--- src/rtl/keypad_scan_4x4_pkg.sv ---
// rtl/keypad_scan_4x4_pkg.sv - shared widths and enums for the 4x4 keypad scanner
package keypad_scan_4x4_pkg;

    localparam int KEY_CODE_W = 4;
    localparam int NUM_ROWS   = 4;
    localparam int NUM_COLS   = 4;

    // Result of classifying one full 16-sample frame
    typedef enum logic [1:0] {
        CLS_NONE,
        CLS_KEY,
        CLS_MULTI
    } cls_t;

    // Committed key state
    typedef enum logic {
        ST_IDLE,
        ST_HELD
    } state_t;

endpackage

--- src/rtl/sync_2ff.sv ---
// rtl/sync_2ff.sv - two-flop synchroniser with configurable width and reset value
// Ports:
//   clk   in         destination clock
//   rst_n in         asynchronous active-low reset, loads RESET_VAL into both flops
//   d     in  WIDTH  asynchronous input
//   q     out WIDTH  synchronised output
module sync_2ff #(
    parameter int               WIDTH     = 1,
    parameter logic [WIDTH-1:0] RESET_VAL = '0
) (
    input  logic             clk,
    input  logic             rst_n,
    input  logic [WIDTH-1:0] d,
    output logic [WIDTH-1:0] q
);

    logic [WIDTH-1:0] meta;

    always_ff @(posedge clk or negedge rst_n) begin
        if (!rst_n) begin
            meta <= RESET_VAL;
            q    <= RESET_VAL;
        end else begin
            meta <= d;
            q    <= meta;
        end
    end

endmodule

--- src/rtl/keypad_scan_4x4.sv ---
// rtl/keypad_scan_4x4.sv - 4x4 matrix keypad scanner with frame debounce and press/release pulses
// Ports:
//   clk         in     system clock
//   rst_n       in     asynchronous active-low reset
//   col_in      in  4  keypad columns, active-low, asynchronous
//   row_out     out 4  keypad rows, one-cold drive
//   key_code    out 4  {row, col} of the committed key
//   key_valid   out 1  high while a committed key is held
//   key_press   out 1  one-clk pulse on a committed press
//   key_release out 1  one-clk pulse on a committed release
module keypad_scan_4x4
    import keypad_scan_4x4_pkg::*;
#(
    parameter int SCAN_DIV        = 50000,
    parameter int DEBOUNCE_FRAMES = 4
) (
    input  logic                  clk,
    input  logic                  rst_n,
    input  logic [NUM_COLS-1:0]   col_in,
    output logic [NUM_ROWS-1:0]   row_out,
    output logic [KEY_CODE_W-1:0] key_code,
    output logic                  key_valid,
    output logic                  key_press,
    output logic                  key_release
);

    localparam int CNT_W   = $clog2(SCAN_DIV);
    localparam int MATCH_W = $clog2(DEBOUNCE_FRAMES + 1);
    localparam int NSAMP   = NUM_ROWS * NUM_COLS;

    logic [NUM_COLS-1:0] col_sync;

    sync_2ff #(
        .WIDTH     (NUM_COLS),
        .RESET_VAL ({NUM_COLS{1'b1}})
    ) u_col_sync (
        .clk   (clk),
        .rst_n (rst_n),
        .d     (col_in),
        .q     (col_sync)
    );

    // ---------------- scanner ----------------
    logic [CNT_W-1:0] slot_cnt;
    logic [1:0]       row_idx;
    logic [NSAMP-1:0] samples;
    logic             frame_done;
    logic             tick;

    assign tick    = (slot_cnt == CNT_W'(SCAN_DIV - 1));
    assign row_out = ~(NUM_ROWS'(1) << row_idx);

    always_ff @(posedge clk or negedge rst_n) begin
        if (!rst_n) begin
            slot_cnt   <= '0;
            row_idx    <= '0;
            samples    <= '1;
            frame_done <= 1'b0;
        end else begin
            slot_cnt   <= tick ? '0 : slot_cnt + 1'b1;
            frame_done <= tick && (row_idx == 2'd3);
            if (tick) begin
                samples[{row_idx, 2'b00} +: NUM_COLS] <= col_sync;
                row_idx                               <= row_idx + 1'b1;
            end
        end
    end

    // ---------------- classifier ----------------
    // Sample index is row*4+col, so the index of a lone low bit is the key code.
    logic [4:0]            low_cnt;
    logic [KEY_CODE_W-1:0] low_idx;
    cls_t                  frame_cls;

    always_comb begin
        low_cnt = '0;
        low_idx = '0;
        for (int i = 0; i < NSAMP; i++) begin
            if (!samples[i]) begin
                low_cnt = low_cnt + 5'd1;
                low_idx = KEY_CODE_W'(i);
            end
        end
        if (low_cnt == 5'd0)      frame_cls = CLS_NONE;
        else if (low_cnt == 5'd1) frame_cls = CLS_KEY;
        else                      frame_cls = CLS_MULTI;
    end

    // ---------------- debounce ----------------
    cls_t                  cand_cls;
    logic [KEY_CODE_W-1:0] cand_code;
    logic [MATCH_W-1:0]    match_cnt;
    logic                  run_done;

    assign run_done = (match_cnt == MATCH_W'(DEBOUNCE_FRAMES));

    always_ff @(posedge clk or negedge rst_n) begin
        if (!rst_n) begin
            cand_cls  <= CLS_NONE;
            cand_code <= '0;
            match_cnt <= '0;
        end else if (frame_done) begin
            if (frame_cls == cand_cls && (frame_cls != CLS_KEY || low_idx == cand_code)) begin
                if (!run_done) match_cnt <= match_cnt + 1'b1;
            end else begin
                cand_cls  <= frame_cls;
                cand_code <= low_idx;
                match_cnt <= MATCH_W'(1);
            end
        end
    end

    // ---------------- committed-state FSM ----------------
    state_t                state, next_state;
    logic [KEY_CODE_W-1:0] held_code, next_held_code;
    logic                  swap_pending;
    logic                  commit_key, commit_none;
    logic                  press_d, release_d, swap_d;
    logic [KEY_CODE_W-1:0] code_d;

    // Commits fire for a single cycle: the committed state matches the candidate afterwards.
    assign commit_key  = run_done && cand_cls == CLS_KEY
                         && (state == ST_IDLE || cand_code != held_code);
    assign commit_none = run_done && cand_cls == CLS_NONE && state == ST_HELD;

    always_ff @(posedge clk or negedge rst_n) begin
        if (!rst_n) begin
            state        <= ST_IDLE;
            held_code    <= '0;
            swap_pending <= 1'b0;
            key_code     <= '0;
            key_valid    <= 1'b0;
            key_press    <= 1'b0;
            key_release  <= 1'b0;
        end else begin
            state        <= next_state;
            held_code    <= next_held_code;
            swap_pending <= swap_d;
            key_code     <= code_d;
            key_valid    <= (next_state == ST_HELD);
            key_press    <= press_d;
            key_release  <= release_d;
        end
    end

    always_comb begin
        next_state     = state;
        next_held_code = held_code;
        if (commit_key) begin
            next_state     = ST_HELD;
            next_held_code = cand_code;
        end else if (commit_none) begin
            next_state = ST_IDLE;
        end
    end

    // A key-to-key change releases the old code first and presses the new one a cycle later.
    always_comb begin
        press_d   = 1'b0;
        release_d = 1'b0;
        swap_d    = 1'b0;
        code_d    = key_code;
        if (swap_pending) begin
            press_d = 1'b1;
            code_d  = held_code;
        end else if (commit_key) begin
            if (state == ST_HELD) begin
                release_d = 1'b1;
                swap_d    = 1'b1;
            end else begin
                press_d = 1'b1;
                code_d  = cand_code;
            end
        end else if (commit_none) begin
            release_d = 1'b1;
        end
    end

endmodule

--- config.mk ---
export PLATFORM = sky130hd
export DESIGN_NAME = keypad_scan_4x4
export DESIGN_NICKNAME = d
export VERILOG_FILES = /design/src/rtl/keypad_scan_4x4_pkg.sv /design/src/rtl/sync_2ff.sv /design/src/rtl/keypad_scan_4x4.sv
export SDC_FILE = /design/constraint.sdc
export NUM_CORES = 1
export LEC_CHECK = 0
export ABC_AREA = 1
export BUFFER_PORTS_ARGS = -buffer_cell sky130_fd_sc_hd__buf_4
export CAP_MARGIN = 20
export CORE_ASPECT_RATIO = 2
export CORE_MARGIN = 1.5
export CORE_UTILIZATION = 35
export DETAILED_ROUTE_END_ITERATION = 7
export GPL_TIMING_DRIVEN = 0
export SLEW_MARGIN = 20
export SYNTH_ARGS = -nofsm -noshare
export SYNTH_HDL_FRONTEND = slang
export SYNTH_HIERARCHICAL = 1
export SYNTH_SLANG_ARGS = --single-unit
--- constraint.sdc ---
create_clock -name clk -period 12 [get_ports clk]
set_clock_uncertainty 0.1 [all_clocks]
set_input_delay 3.6 -clock clk [delete_from_list [all_inputs] [get_ports clk]]
set_output_delay 3.6 -clock clk [all_outputs]
set_load 0.03 [all_outputs]
==> metrics.cfg <==
[setup_path]
reg2reg_depth = 59
critPathRequiredTime_ps = 12110
setup.worst_path.start = samples[1]
worstReg2RegStart = samples[1]
cpPeakStageDelay_ps = 540
regToRegSetupSlack_ps = 2160
worst-setup-path-type = reg -> reg
cp-end-kind = flip-flop
timing.critical_path.arrival_ps = 9950
timing.critical_path.slowest_stage_cell = dfstp_2
worst-path-max-fanout = 7
worst-path-stages = 59
critical-path-top-delay-family = simple AND/OR/NAND/NOR gates
cp_num_buf_inv = 9
end_of_the_worst_register_to_register_path = match_cnt[0]
setup.worst_path.start_class = flip-flop
path_common_cell = nand2_1
setup.worst_path.end = match_cnt[0]

[die]
num_rows = 60
fp.dieH_um = 167.5
area_of_the_die_um2 = 14280
die_w_um = 85.24
starting_density_of_the_core_pct = 35.43
boundary_pin_count = 17
design.core.area_um2 = 13360

[clock_network]
numClockSinks = 64
cts.path.max_buffers = 2
cts_resized = 0
tritoncts = built
clk_latency_ps = 330
clkSlewWorstSetupHoldPaths_ps = 50
clock-root-buffer = clkbuf_16
cts_inserted_buffers = 9
cts.repair_timing.setup_buffer_count = 0
cts.htree.levels = 3
postCtsHoldBufs = 0

[timing]
rsz0062_at_grt = no
final_hold_viol_count = 0
timing.final.crit_share_pct = 81.98
timing_worst_slew_pin_value_ps = 788.2
final.setup.tns_ps = 0
min_tclk_post_route_ps = 9837
maxSlewHeadroom_pct = 47.45
final.hold.worst_slack_ps = 253.5
fmaxAchievable_mhz = 101.7
report.final.setup_viol = 0
final-max-slew-violation-count = 0

[synth]
async_flop_share_pct = 100.0
synthesis.nets = 717
postSynthAreaPerCell_um2 = 6.882
synth_enable_flop_cells = 0
post_synth_inst_count = 688
number_of_distinct_library_cells_after_synthesis = 33
ys_warn_count = 6
postSynthRegisterBits = 64
synth_ff_type = dfrtp_1
ys_seq_area_share_pct = 34.46
synthesis.area_um2 = 4735

[global_route]
grt_antenna_before_repair = 0
via_count_of_the_first_global_routing_pass = 4211
grt-busiest-layer = met2
grt_start_max_net_pins = 65
met2_usage_pct = 30.75
global_route.overflow_total = 0
grtUsageTotal_pct = 14.99
grt.met3_usage_pct = 2.957
wire_length_of_the_first_global_routing_pass_um = 17450
met1_usage_pct = 13.85

[placed_design]
detailed_place_hpwl_um = 8125
portBuffers = 16
gp_congestion = 0.7894

[final_layout]
layout-area-overhead-vs-synth_pct = 13.77
n_antenna_cell = 0
mostFrequentLayoutCells = nand2_1 (172), inv_1 (124), nand3_1 (70)
num-nets-final = 744
post_route_cells_drive_above_1_share_pct = 16.81
multi_input_area_um2 = 2581
fill_cells = 1436
layout.cells.most_common = nand2_1
ff_latch_area_um2 = 1632

[power]
pwr_cell_area_nw_per_um2 = 96.23
clockPowerShare_pct = 56.6
power.ir.vdd_worst_mv = 0.1295
p_int_uw = 422.5
combinational_fraction_of_design_power_pct = 1.0
power.net_switching_uw = 95.78
sequentialPowerShare_pct = 42.4
swShare_pct = 18.48
power.static_leakage_nw = 2.855

[detailed_routing]
detail_route.vias_per_cell = 4.865
antenna_left = 0
wirelength_um = 9933
drt-wirelength-per-cell_um = 11.35
remaining_drc_errors = 0
routed-via-count = 4257
drt_initial_violations = 135
detailedRoute.firstPassIterationCount = 4

[status]
result_of_the_run = completed

[hold_path]
hold_path.class = reg -> reg

[run]
cap_viol_max_count = 0

[stage by stage]
| step | power, mW | setup WS [ps] | instance area [µm²] | utilization [%] | std cells |
|---|---|---|---|---|---|
| global placement | 0.2287 | 2111 | 5049 | 37.78 | 859 |
| global route | 0.5337 | 1332 | 5386 | 40.31 | 875 |
| finish | 0.5183 | 2163 | 5386 | 40.31 | 875 |
| CTS | 0.5233 | 2042 | 5386 | 40.31 | 875 |
| detailed placement | 0.2288 | 2062 | 5049 | 37.78 | 859 |
| floorplan | 0.2229 | 2858 | 4735 | - | 688 |
[cells in the mapped netlist, drive strengths merged, types with 6 or more instances]
| cell type | count | area [µm²] |
|---|---|---|
| ha | 23 | 287.8 |
| or2 | 9 | 56.30 |
| o21ai | 36 | 180.2 |
| dfrtp | 40 | 1001 |
| inv | 130 | 490.5 |
| a21oi | 17 | 85.08 |
| dfstp | 24 | 630.6 |
| nand2 | 204 | 860.8 |
| nand4 | 18 | 118.9 |
| nor3 | 8 | 40.04 |
| xor2 | 8 | 70.07 |
| nand3 | 85 | 508.0 |
| a31oi | 6 | 37.54 |
| nor2 | 60 | 232.7 |
[state kept, by name, summed over array words and instances (netlist names), 3 cells and up]
| signal | cells |
|---|---|
| slot_cnt | 16 |
| cand_code | 4 |
| key_code | 4 |
| u_col_sync/q | 4 |
| samples | 16 |
| held_code | 4 |
| u_col_sync/meta | 4 |
| match_cnt | 3 |
[cell families (layout without fill, tap and decap cells)]
kind of cell    count (synthesis)  count (layout)  synth area share [%]
compound gates                 63              63                 6.977
xor+xnor                       10              10                 1.850
fa+ha+maj                      23              23                 6.078
buf+inv                       136             168                 11.02
flops                          64              64                 34.46
mux                             1               1                0.2378
simple gates                  391             391                 39.38
[routing by layer]
metal	routed length, µm	up-vias
met5	0	-
met4	233	0
met3	163	18
met2	5937	32
met1	3598	1966
li1	-	2241
[final cells by class]
cell class                      count  share of cell area (%)
Inverter                          130                   9.106
Buffer                              6                  0.5807
Timing Repair Buffer               16                   2.230
Tap cell                          155                   3.600
Clock buffer                       11                   4.321
Sequential cell                    64                   30.29
Multi-Input combinational cell    488                   47.92
Clock inverter                      5                   1.951
[worst min-delay path by stage]
| stage | start | end | slack [ps] | cells after the start |
|---|---|---|---|---|
| detailed placement | u_col_sync/meta[2] | u_col_sync/q[2] | 250 | 0 |
| global placement | u_col_sync/meta[2] | u_col_sync/q[2] | 250 | 0 |
| global route | u_col_sync/meta[2] | u_col_sync/q[2] | 260 | 0 |
| CTS | u_col_sync/meta[3] | u_col_sync/q[3] | 250 | 0 |
| finish | u_col_sync/meta[2] | u_col_sync/q[2] | 250 | 0 |
| floorplan | u_col_sync/meta[0] | u_col_sync/q[0] | 250 | 0 |
[power by group through the flow]
stage	logic (mW)	registers [mW]	clock network (mW)
final	0.00510	0.220	0.293
after global routing	0.00609	0.220	0.308
after CTS	0.00546	0.220	0.298
after detailed placement	0.00547	0.223	0
after global placement	0.00542	0.223	0
after floorplan	0.00000921	0.223	0
[worst reg2reg max path, delay by kind of cell, from the launching register on]
family / cells / cell delay [ps]
buffers and inverters: 9 / 460
flip-flops: 1 / 540
adder cells (fa/ha/maj): 14 / 3720
AND/OR/NAND/NOR: 34 / 4710
AO/OA/AOI/OAI: 2 / 230
Power figures use the tool's default switching activity.
